[src/rtl/gol_pkg.sv]
// gol_pkg: shared state encoding and widths for the Game-of-Life grid driver.
package gol_pkg;
    typedef enum logic [2:0] {IDLE, LD_WAIT, LD_WR, SCAN, EMIT, STEP} state_t;
    localparam int GEN_CNT_W = 16;
endpackage

[src/rtl/gol_row_shifter.sv]
// gol_row_shifter: one row-word buffer with parallel load, single-bit capture and parallel read.
module gol_row_shifter #(
    parameter int K = 6
) (
    input  logic                 clk,
    input  logic                 rst_b,
    input  logic                 ld,
    input  logic [(1<<K)-1:0]    ld_data,
    input  logic                 wr,
    input  logic [K-1:0]         idx,
    input  logic                 bit_in,
    output logic [(1<<K)-1:0]    data
);
    // Whole-word load wins over a single-bit capture.
    always_ff @(posedge clk or negedge rst_b)
        if (!rst_b) data <= '0;
        else if (ld) data <= ld_data;
        else if (wr) data[idx] <= bit_in;
endmodule

[src/rtl/gol_grid_driver.sv]
// gol_grid_driver: loads a seed into the cell grid, scans it out row by row, and steps generations.
module gol_grid_driver
    import gol_pkg::*;
#(
    parameter int K       = 6,
    parameter int GEN_DIV = 4
) (
    input  logic                  clk,
    input  logic                  rst_b,
    input  logic                  load,
    input  logic                  en,
    input  logic                  run,
    input  logic                  seed_valid,
    output logic                  seed_ready,
    input  logic [(1<<K)-1:0]     seed_data,
    output logic                  write_en,
    output logic [K-1:0]          wAddrR,
    output logic [K-1:0]          wAddrC,
    output logic                  write_data,
    output logic                  change_state,
    output logic [K-1:0]          rAddrR,
    output logic [K-1:0]          rAddrC,
    input  logic                  read_data,
    output logic                  row_valid,
    input  logic                  row_ready,
    output logic [(1<<K)-1:0]     row_data,
    output logic [K-1:0]          row_idx,
    output logic                  frame_last,
    output logic [GEN_CNT_W-1:0]  gen_count,
    output logic                  busy
);
    localparam int KPOW = 1 << K;
    localparam logic [K-1:0] LAST = {K{1'b1}};
    localparam logic [7:0] GD = 8'(GEN_DIV);

    state_t state, nxt;
    logic [K-1:0] row, col, load_row;
    logic [7:0] frame_cnt;
    logic load_pend;
    logic [KPOW-1:0] seed_q, scan_q;
    logic last_col, want_load, do_step;

    assign last_col  = col == LAST;
    assign want_load = load | load_pend;
    assign do_step   = run && (frame_cnt + 8'd1 == GD);

    gol_row_shifter #(.K(K)) u_seed (
        .clk(clk), .rst_b(rst_b), .ld(state == LD_WAIT && seed_valid), .ld_data(seed_data),
        .wr(1'b0), .idx(col), .bit_in(1'b0), .data(seed_q)
    );

    gol_row_shifter #(.K(K)) u_scan (
        .clk(clk), .rst_b(rst_b), .ld(1'b0), .ld_data('0),
        .wr(state == SCAN), .idx(col), .bit_in(read_data), .data(scan_q)
    );

    // State register.
    always_ff @(posedge clk or negedge rst_b)
        if (!rst_b) state <= IDLE;
        else state <= nxt;

    // Next state and state-decoded grid/stream outputs; addresses are zero outside their states.
    always_comb begin
        nxt = state;
        seed_ready   = state == LD_WAIT;
        write_en     = state == LD_WR;
        wAddrR       = write_en ? load_row : '0;
        wAddrC       = write_en ? col : '0;
        write_data   = write_en & seed_q[col];
        rAddrR       = state == SCAN ? row : '0;
        rAddrC       = state == SCAN ? col : '0;
        row_valid    = state == EMIT;
        row_data     = row_valid ? scan_q : '0;
        row_idx      = row_valid ? row : '0;
        frame_last   = row_valid && row == LAST;
        change_state = state == STEP;
        busy         = state != IDLE;
        case (state)
            IDLE:    nxt = want_load ? LD_WAIT : en ? SCAN : IDLE;
            LD_WAIT: nxt = seed_valid ? LD_WR : LD_WAIT;
            LD_WR:   nxt = !last_col ? LD_WR : load_row == LAST ? IDLE : LD_WAIT;
            SCAN:    nxt = last_col ? EMIT : SCAN;
            EMIT:    nxt = !row_ready ? EMIT : row != LAST ? SCAN : do_step ? STEP :
                           (want_load || !en) ? IDLE : SCAN;
            STEP:    nxt = (want_load || !en) ? IDLE : SCAN;
            default: nxt = IDLE;
        endcase
    end

    // Cell/row/frame/generation counters; a load seen outside IDLE waits for the frame boundary.
    always_ff @(posedge clk or negedge rst_b)
        if (!rst_b) begin
            col       <= '0;
            row       <= '0;
            load_row  <= '0;
            frame_cnt <= '0;
            gen_count <= '0;
            load_pend <= 1'b0;
        end else begin
            col <= (state == LD_WR || state == SCAN) ? col + K'(1) : '0;
            if (state == LD_WR && last_col) load_row <= load_row + K'(1);
            if (state == EMIT && row_ready) row <= row + K'(1);
            if (state == EMIT && row_ready && row == LAST && run) frame_cnt <= do_step ? 8'd0 : frame_cnt + 8'd1;
            if (state == STEP) gen_count <= gen_count + GEN_CNT_W'(1);
            load_pend <= state == IDLE ? 1'b0 :
                         load_pend | (load && (state == SCAN || state == EMIT || state == STEP));
        end
endmodule

[config.mk]
export PLATFORM = sky130hd
export DESIGN_NAME = gol_grid_driver
export DESIGN_NICKNAME = d
export VERILOG_FILES = /design/src/rtl/gol_pkg.sv /design/src/rtl/gol_row_shifter.sv /design/src/rtl/gol_grid_driver.sv
export SDC_FILE = /design/constraint.sdc
export NUM_CORES = 1
export LEC_CHECK = 0
export ABC_CLOCK_PERIOD_IN_PS = 4100
export CAP_MARGIN = 10
export CELL_PAD_IN_SITES_DETAIL_PLACEMENT = 1
export CELL_PAD_IN_SITES_GLOBAL_PLACEMENT = 1
export CORE_MARGIN = 1
export CORE_UTILIZATION = 41
export CTS_BUF_LIST = sky130_fd_sc_hd__clkbuf_4
export DETAILED_ROUTE_END_ITERATION = 6
export PLACE_DENSITY = 0.79
export SLEW_MARGIN = 30
export SYNTH_ARGS = -nofsm -noshare
export SYNTH_HDL_FRONTEND = slang
export SYNTH_HIERARCHICAL = 1
export SYNTH_SLANG_ARGS = --single-unit
export TNS_END_PERCENT = 20
[constraint.sdc]
create_clock -name clk -period 4.1 [get_ports clk]
set_clock_uncertainty 0.1 [all_clocks]
set_input_delay 0.41 -clock clk [delete_from_list [all_inputs] [get_ports clk]]
set_output_delay 0.41 -clock clk [all_outputs]
set_load 0.005 [all_outputs]
==> flow_summary_export.csv <==
group,metric,value,unit
cts,root_buffer,"clkbuf_4",
floorplanning,ios,189,
run_status,outcome,"completed",
floorplanning,initial_core_util,0.420,
cts,h-tree-depth,4,
placement,gp_congestion,0.813,
routing,dr.pass1.iters,5,
synthesis,synth_cell_types,51,
synthesis,ys.flop_type,"dfrtp_1",
global_routing,grt_overflow_total,0,
cts,clk_pin_slew,160,ps
synthesis,synthMuxAreaShare,0.0460,
synthesis,yosysTopAreaCell,"dfrtp_1",
routing,drt_wl_total,31600,um
sta,fin_crit,3810,ps
synthesis,async_flop_share,1.00,
cts,clockBufferDepth,2,
worst_setup_path,endpoint_kind,"output port",
worst_setup_path,crit_fanout,41,
sta,setup_tns,0,ps
finish,nets,1417,
sta,setup_violations,0,
synthesis,synth.cells.most_frequent,"dfrtp_1 (174), nand2_1 (154), o21ai_0 (132)",
sta,rsz0062_at_grt,"no",
cts,numCtsBuffers,17,
sta,tightestPinTransition,825,ps
sta,fin_crit_sh,0.929,
synthesis,synthAdderAreaFrac,0.00731,
synthesis,synthSimpleGateAreaFrac,0.280,
routing,drcViolationCount,0,
synthesis,synth_top_family_by_area,"simple AND/OR/NAND/NOR gates",
floorplanning,die_h,160,um
floorplanning,fp.dieW,160,um
power_and_ir_drop,peakVddDrop,0.148,mV
floorplanning,core_area,24500,sq um
hold_path,hold_path_class,"primary input to flop",
cts,post_cts_buffers,0,
sta,fmax,262,MHz
placement,dp_hpwl,21700,um
synthesis,yosysSeqAreaShare,0.424,
power_and_ir_drop,p_leak,5.10,nW
routing,wl_per_cell,18.8,um
finish,nFillCells,2888,
cts,cts_tree,"done",
synthesis,synth_edf_count,0,
global_routing,antenna_found_initial,1,
synthesis,syn_avg_cell_area,9.07,sq um
worst_setup_path,reg2reg_setup_slack,1140,ps
synthesis,ys_top_cells_by_area,"dfrtp_1 (42%), o211ai_1 (9.4%), nor2b_1 (7.9%)",
routing,dr.first_iter.drc_count,534,
routing,vias,9076,
floorplanning,rows,57,
sta,slew_headroom,0.450,
worst_setup_path,worst-setup-path-type,"flop to output port",
synthesis,postSynthCellCount,1132,
global_routing,grt_pass1_vias,9214,
finish,drive_gt1_frac,0.0607,
cts,clk_latency,590,ps
synthesis,synth_compound_area_frac,0.170,
placement,portBuffers,188,
worst_setup_path,critPathArrivalTime,3300,ps
worst_setup_path,cp-start-kind,"flop",
finish,area_delta_synth_final,25.6,%
sta,hold_ws,294,ps
power_and_ir_drop,power_density,249,nW/um^2
global_routing,grt_max_degree,119,
global_routing,grt_pass1_wl,50900,um
floorplanning,dieArea,25700,sq um
cts,cts.sinks,174,
synthesis,synth_xor_area_frac,0.0290,
global_routing,grtUsageTotal,0.252,
routing,ant_nets,0,
job,drv_cap,0,
synthesis,ys_ff_latch,174,
sta,finalHoldViolCount,0,
synthesis,synth_top_area_share,0.424,
synthesis,synth_most_common_cell,"dfrtp_1",
worst_setup_path,crit_required,3590,ps
synthesis,synth.cell_area,10300,sq um
sta,slew_viol_final,0,
routing,via_per_inst,5.41,
synthesis,ys_warn_count,6,
per-stage QoR:
step	power, mW	setup WS [ps]	instance area [sq um]	std cells	util
final	3.21	290	12900	1677	0.527
after global routing	3.35	130	12900	1677	0.527
after CTS	3.23	27.0	12900	1676	0.527
after detailed placement	2.19	680	12600	1643	0.515
after global placement	2.18	674	12600	1643	0.515
after floorplan	2.04	1170	10600	1208	-
path summary, 6_finish.rpt:
check                              start               to  cells past startpoint
max                               col[0]       write_data                      5
min reg2reg                gen_count[15]    gen_count[15]                      1
max in group asynchronous          rst_b     frame_cnt[2]                      3
max reg2reg                     state[1]  u_scan/data[56]                      6
min in group asynchronous          rst_b  u_scan/data[45]                      2
min                        seed_data[14]  u_seed/data[14]                      3
cells by family (layout without fill, tap and decap cells):
logic type | count (synthesis) | count (layout)
compound gates | 278 | 278
xor+xnor | 34 | 34
fa+ha+maj | 6 | 6
buf+inv | 104 | 248
simple gates | 510 | 510
flops | 174 | 174
mux | 25 | 25
other cells | 1 | 78
critical path, cell delays in order, from the launching register on:
cell and delay (ps):
dfrtp_4 760, mux4_1 600, mux4_2 480, nor3b_1 270
nor3_1 140, clkdlybuf4s50_1 470
power by group:
group	total (mW)	switching, mW	internal, mW
Clock	1.04	0.660	0.380
Sequential	1.84	0.0409	1.80
Combinational	0.330	0.157	0.173
Total	3.21	0.858	2.35
flip-flops by register name (all words and copies together) (netlist names):
register,cells
u_seed/data,64
gen_count,16
row,6
load_pend,1
u_scan/data,64
load_row,6
state,3
frame_cnt,8
col,6
layer usage:
layer | wire, um | vias to the layer above | global-route usage | part of all wire
met3 | 1240 | 37 | 0.0325 | 0.039
met5 | 0 | - | 0 | 0
li1 | - | 4306 | - | -
met2 | 15400 | 243 | 0.425 | 0.49
met1 | 14300 | 4490 | 0.336 | 0.45
met4 | 585 | 0 | 0.0788 | 0.019
placed cells by master (no fill, tap or decap), drive strengths merged, types with 9 or more instances in the layout:
cell type,instances
conb,77
nand3,17
dfrtp,174
clkbuf,18
buf,20
nand4,10
clkdlybuf4s50,187
xnor2,22
or4b,10
mux2i,9
xor2,12
o21ai,132
nor2,18
and2,98
inv,13
o211ai,129
mux4,15
nand3b,10
nor2b,130
or2,10
nand2,154
repair_timing:
item,in CTS,in global routing
hold endpoints to repair,80,0
endpoints found under the setup margin,0,1
resized for setup,0,2
hold buffers,1,0
layout make-up:
type,count,area (sq um),area share
Antenna cell,1,2.50,0.000194
Clock buffer,18,135,0.0105
Clock inverter,14,156,0.0121
Inverter,8,30.0,0.00233
Multi-Input combinational cell,930,5760,0.447
Sequential cell,174,4360,0.338
Tap cell,324,405,0.0314
Timing Repair Buffer,208,2050,0.159
Note: power is estimated with default switching activity, not from simulation.
==> patch: new RTL, config.mk and constraints unchanged <==
`K` is set to 6 in 2 places; all go to 7.
--- a/src/rtl/gol_row_shifter.sv
+++ b/src/rtl/gol_row_shifter.sv
@@ -1,5 +1,5 @@
 // gol_row_shifter: one row-word buffer with parallel load, single-bit capture and parallel read.
 module gol_row_shifter #(
-    parameter int K = 6
+    parameter int K = 7
 ) (
     input  logic                 clk,
--- a/src/rtl/gol_grid_driver.sv
+++ b/src/rtl/gol_grid_driver.sv
@@ -3,5 +3,5 @@
     import gol_pkg::*;
 #(
-    parameter int K       = 6,
+    parameter int K       = 7,
     parameter int GEN_DIV = 4
 ) (
Ports: changed (7 resized); port bits go from 189 to 322. No check against the original RTL was run, so the function may have changed too.
==> patch against the original RTL <==
Total power grew to 3.6 times the old value; wire length is 110% higher; maximum frequency down 5.5%; sequential cell count grew 131; area after synthesis is 76% higher; sequential power rose by 130%; final area up 80%; clock power grew to 3.0 times the old value; setup slack worse by 220 ps; largest cell class unchanged.
==> patch: results (changes against the original RTL) <==
Outcome
  – Outcome: finished, final reports clean

Logic synthesis
  – Mean post-synth cell area: 8.96 µm² (-1.3%)
  – Register area share after synthesis: 42.2% (-0.15 points)
  – Cell types with the largest area share after synthesis: sky130_fd_sc_hd__dfrtp_1 (42%), sky130_fd_sc_hd__o211ai_1 (11%), sky130_fd_sc_hd__nor2b_1 (9.1%)
  – Library cells used by synthesis: 61 (+20%)

Power and ir drop
  – Share of total power consumed by net switching: 36.6% (+9.9 points)

Finish
  – Fill cell instance count of the final layout: 5087 (+76%)
  – Final-stage net count: 2556 (+80%)
  – Fraction of layout cells with a size suffix above 1: 9.12% (+3.1 points)

GRT
  – Via count of the first global-routing pass: 17.8k (+94%)
  – Pin count of the biggest net entering global routing: 137 (+15%)
  – Total Routing Usage GR: 29.5% (+4.3 points)

Route
  – Vias after detailed routing: 17.0k (+87%)
  – Overall routed net length: 66100 µm (+110%)
  – Starting DRC count in detailed routing: 1040 (+95%)
  – Mean number of vias per cell: 5.54 (+2.4%)

Setup path
  – Arrival time at the worst endpoint: 3520 ps (+220 ps)
  – Worst stage delay on the critical path: 500 ps (-260 ps)
  – Worst-path maximum fanout: 9 (-78%)
  – CP max stage cell: sky130_fd_sc_hd__mux4_2

Clock tree
  – Num CTS Buffers: 91 (+74)
  – H-tree depth: 3 (-1)

Placement
  – Worst setup slack after placement: 565 ps (-115 ps)
  – Weighted congestion at the end of routability-driven global placement: 0.868 (+6.8%)
  – Dpl cells: 2900 (+77%)

Timing
  – Worst slew margin relative to its limit: 18.3% (-27 points)
[patch: final timing paths]
check                              start              end  slack [ps]
max in group asynchronous          rst_b         state[0]        2750
setup reg to reg                state[1]  u_scan/data[74]        1230
min in group asynchronous          rst_b     gen_count[3]         150
setup / recovery                  col[0]       write_data          70
hold reg to reg            gen_count[15]    gen_count[15]         380
hold / removal             seed_data[59]  u_seed/data[59]          70
[patch: worst register-to-register path, cell delays in order (launching register included)]
cell                        delay (ps)
sky130_fd_sc_hd__dfrtp_1           530
sky130_fd_sc_hd__nor2b_1           220
sky130_fd_sc_hd__and2_1            390
sky130_fd_sc_hd__nand4bb_1         840
sky130_fd_sc_hd__o21ai_0           510
sky130_fd_sc_hd__o211ai_1          150
[patch: final cells by class]
type,count,area share (%)
diodes,3,0.0323
clock buffers,136,4.39
clock inverters,20,0.662
inverters,8,0.129
multi-input cells,1655,43.4
flip-flops and latches,305,32.9
well taps,585,3.15
repair buffers,353,15.3
[patch: logic make-up after synthesis]
logic type               Yosys count  share of synthesized area, %
AO/OA/AOI/OAI                    567                          20.0
adder cells (fa/ha/maj)            6                         0.415
buffers and inverters            193                          4.99
other                              1                        0.0208
AND/OR/NAND/NOR                  859                          26.3
flip-flops                       305                          42.2
multiplexers                      48                          4.22
XOR/XNOR                          38                          1.84
[patch: through the flow]
| step | util, % | cell area, µm² |
|---|---|---|
| 2_1_floorplan | - | 18600 |
| 3_3_place_gp | 50.7 | 21900 |
| 3_5_place_dp | 50.7 | 21900 |
| 4_1_cts | 53.6 | 23200 |
| 5_1_grt | 53.7 | 23200 |
| 6_report | 53.7 | 23200 |
[patch: metal layers]
metal	global-route usage (%)	vias to the layer above	share of wire, %
met5	0	-	0
met4	13.2	0	3.8
met3	5.50	157	6.0
met2	49.6	615	49
met1	36.8	8403	42
li1	-	7805	-
[patch: repair_timing]
item                                    CTS  global route
resized for setup                         9             4
endpoints found under the hold margin    95             0
hold buffers                              1             0
endpoints found under the setup margin    1             1
buffers inserted                          5             0
[patch: power by group through the flow]
stage / clock, mW / sequential (mW) / combinational, mW
after floorplan: 0 / 4.03 / 2.89
after global placement: 0 / 4.37 / 3.52
after detailed placement: 0 / 4.39 / 3.68
after CTS: 3.16 / 4.28 / 3.88
after global routing: 3.32 / 4.36 / 4.42
final: 3.09 / 4.30 / 4.08
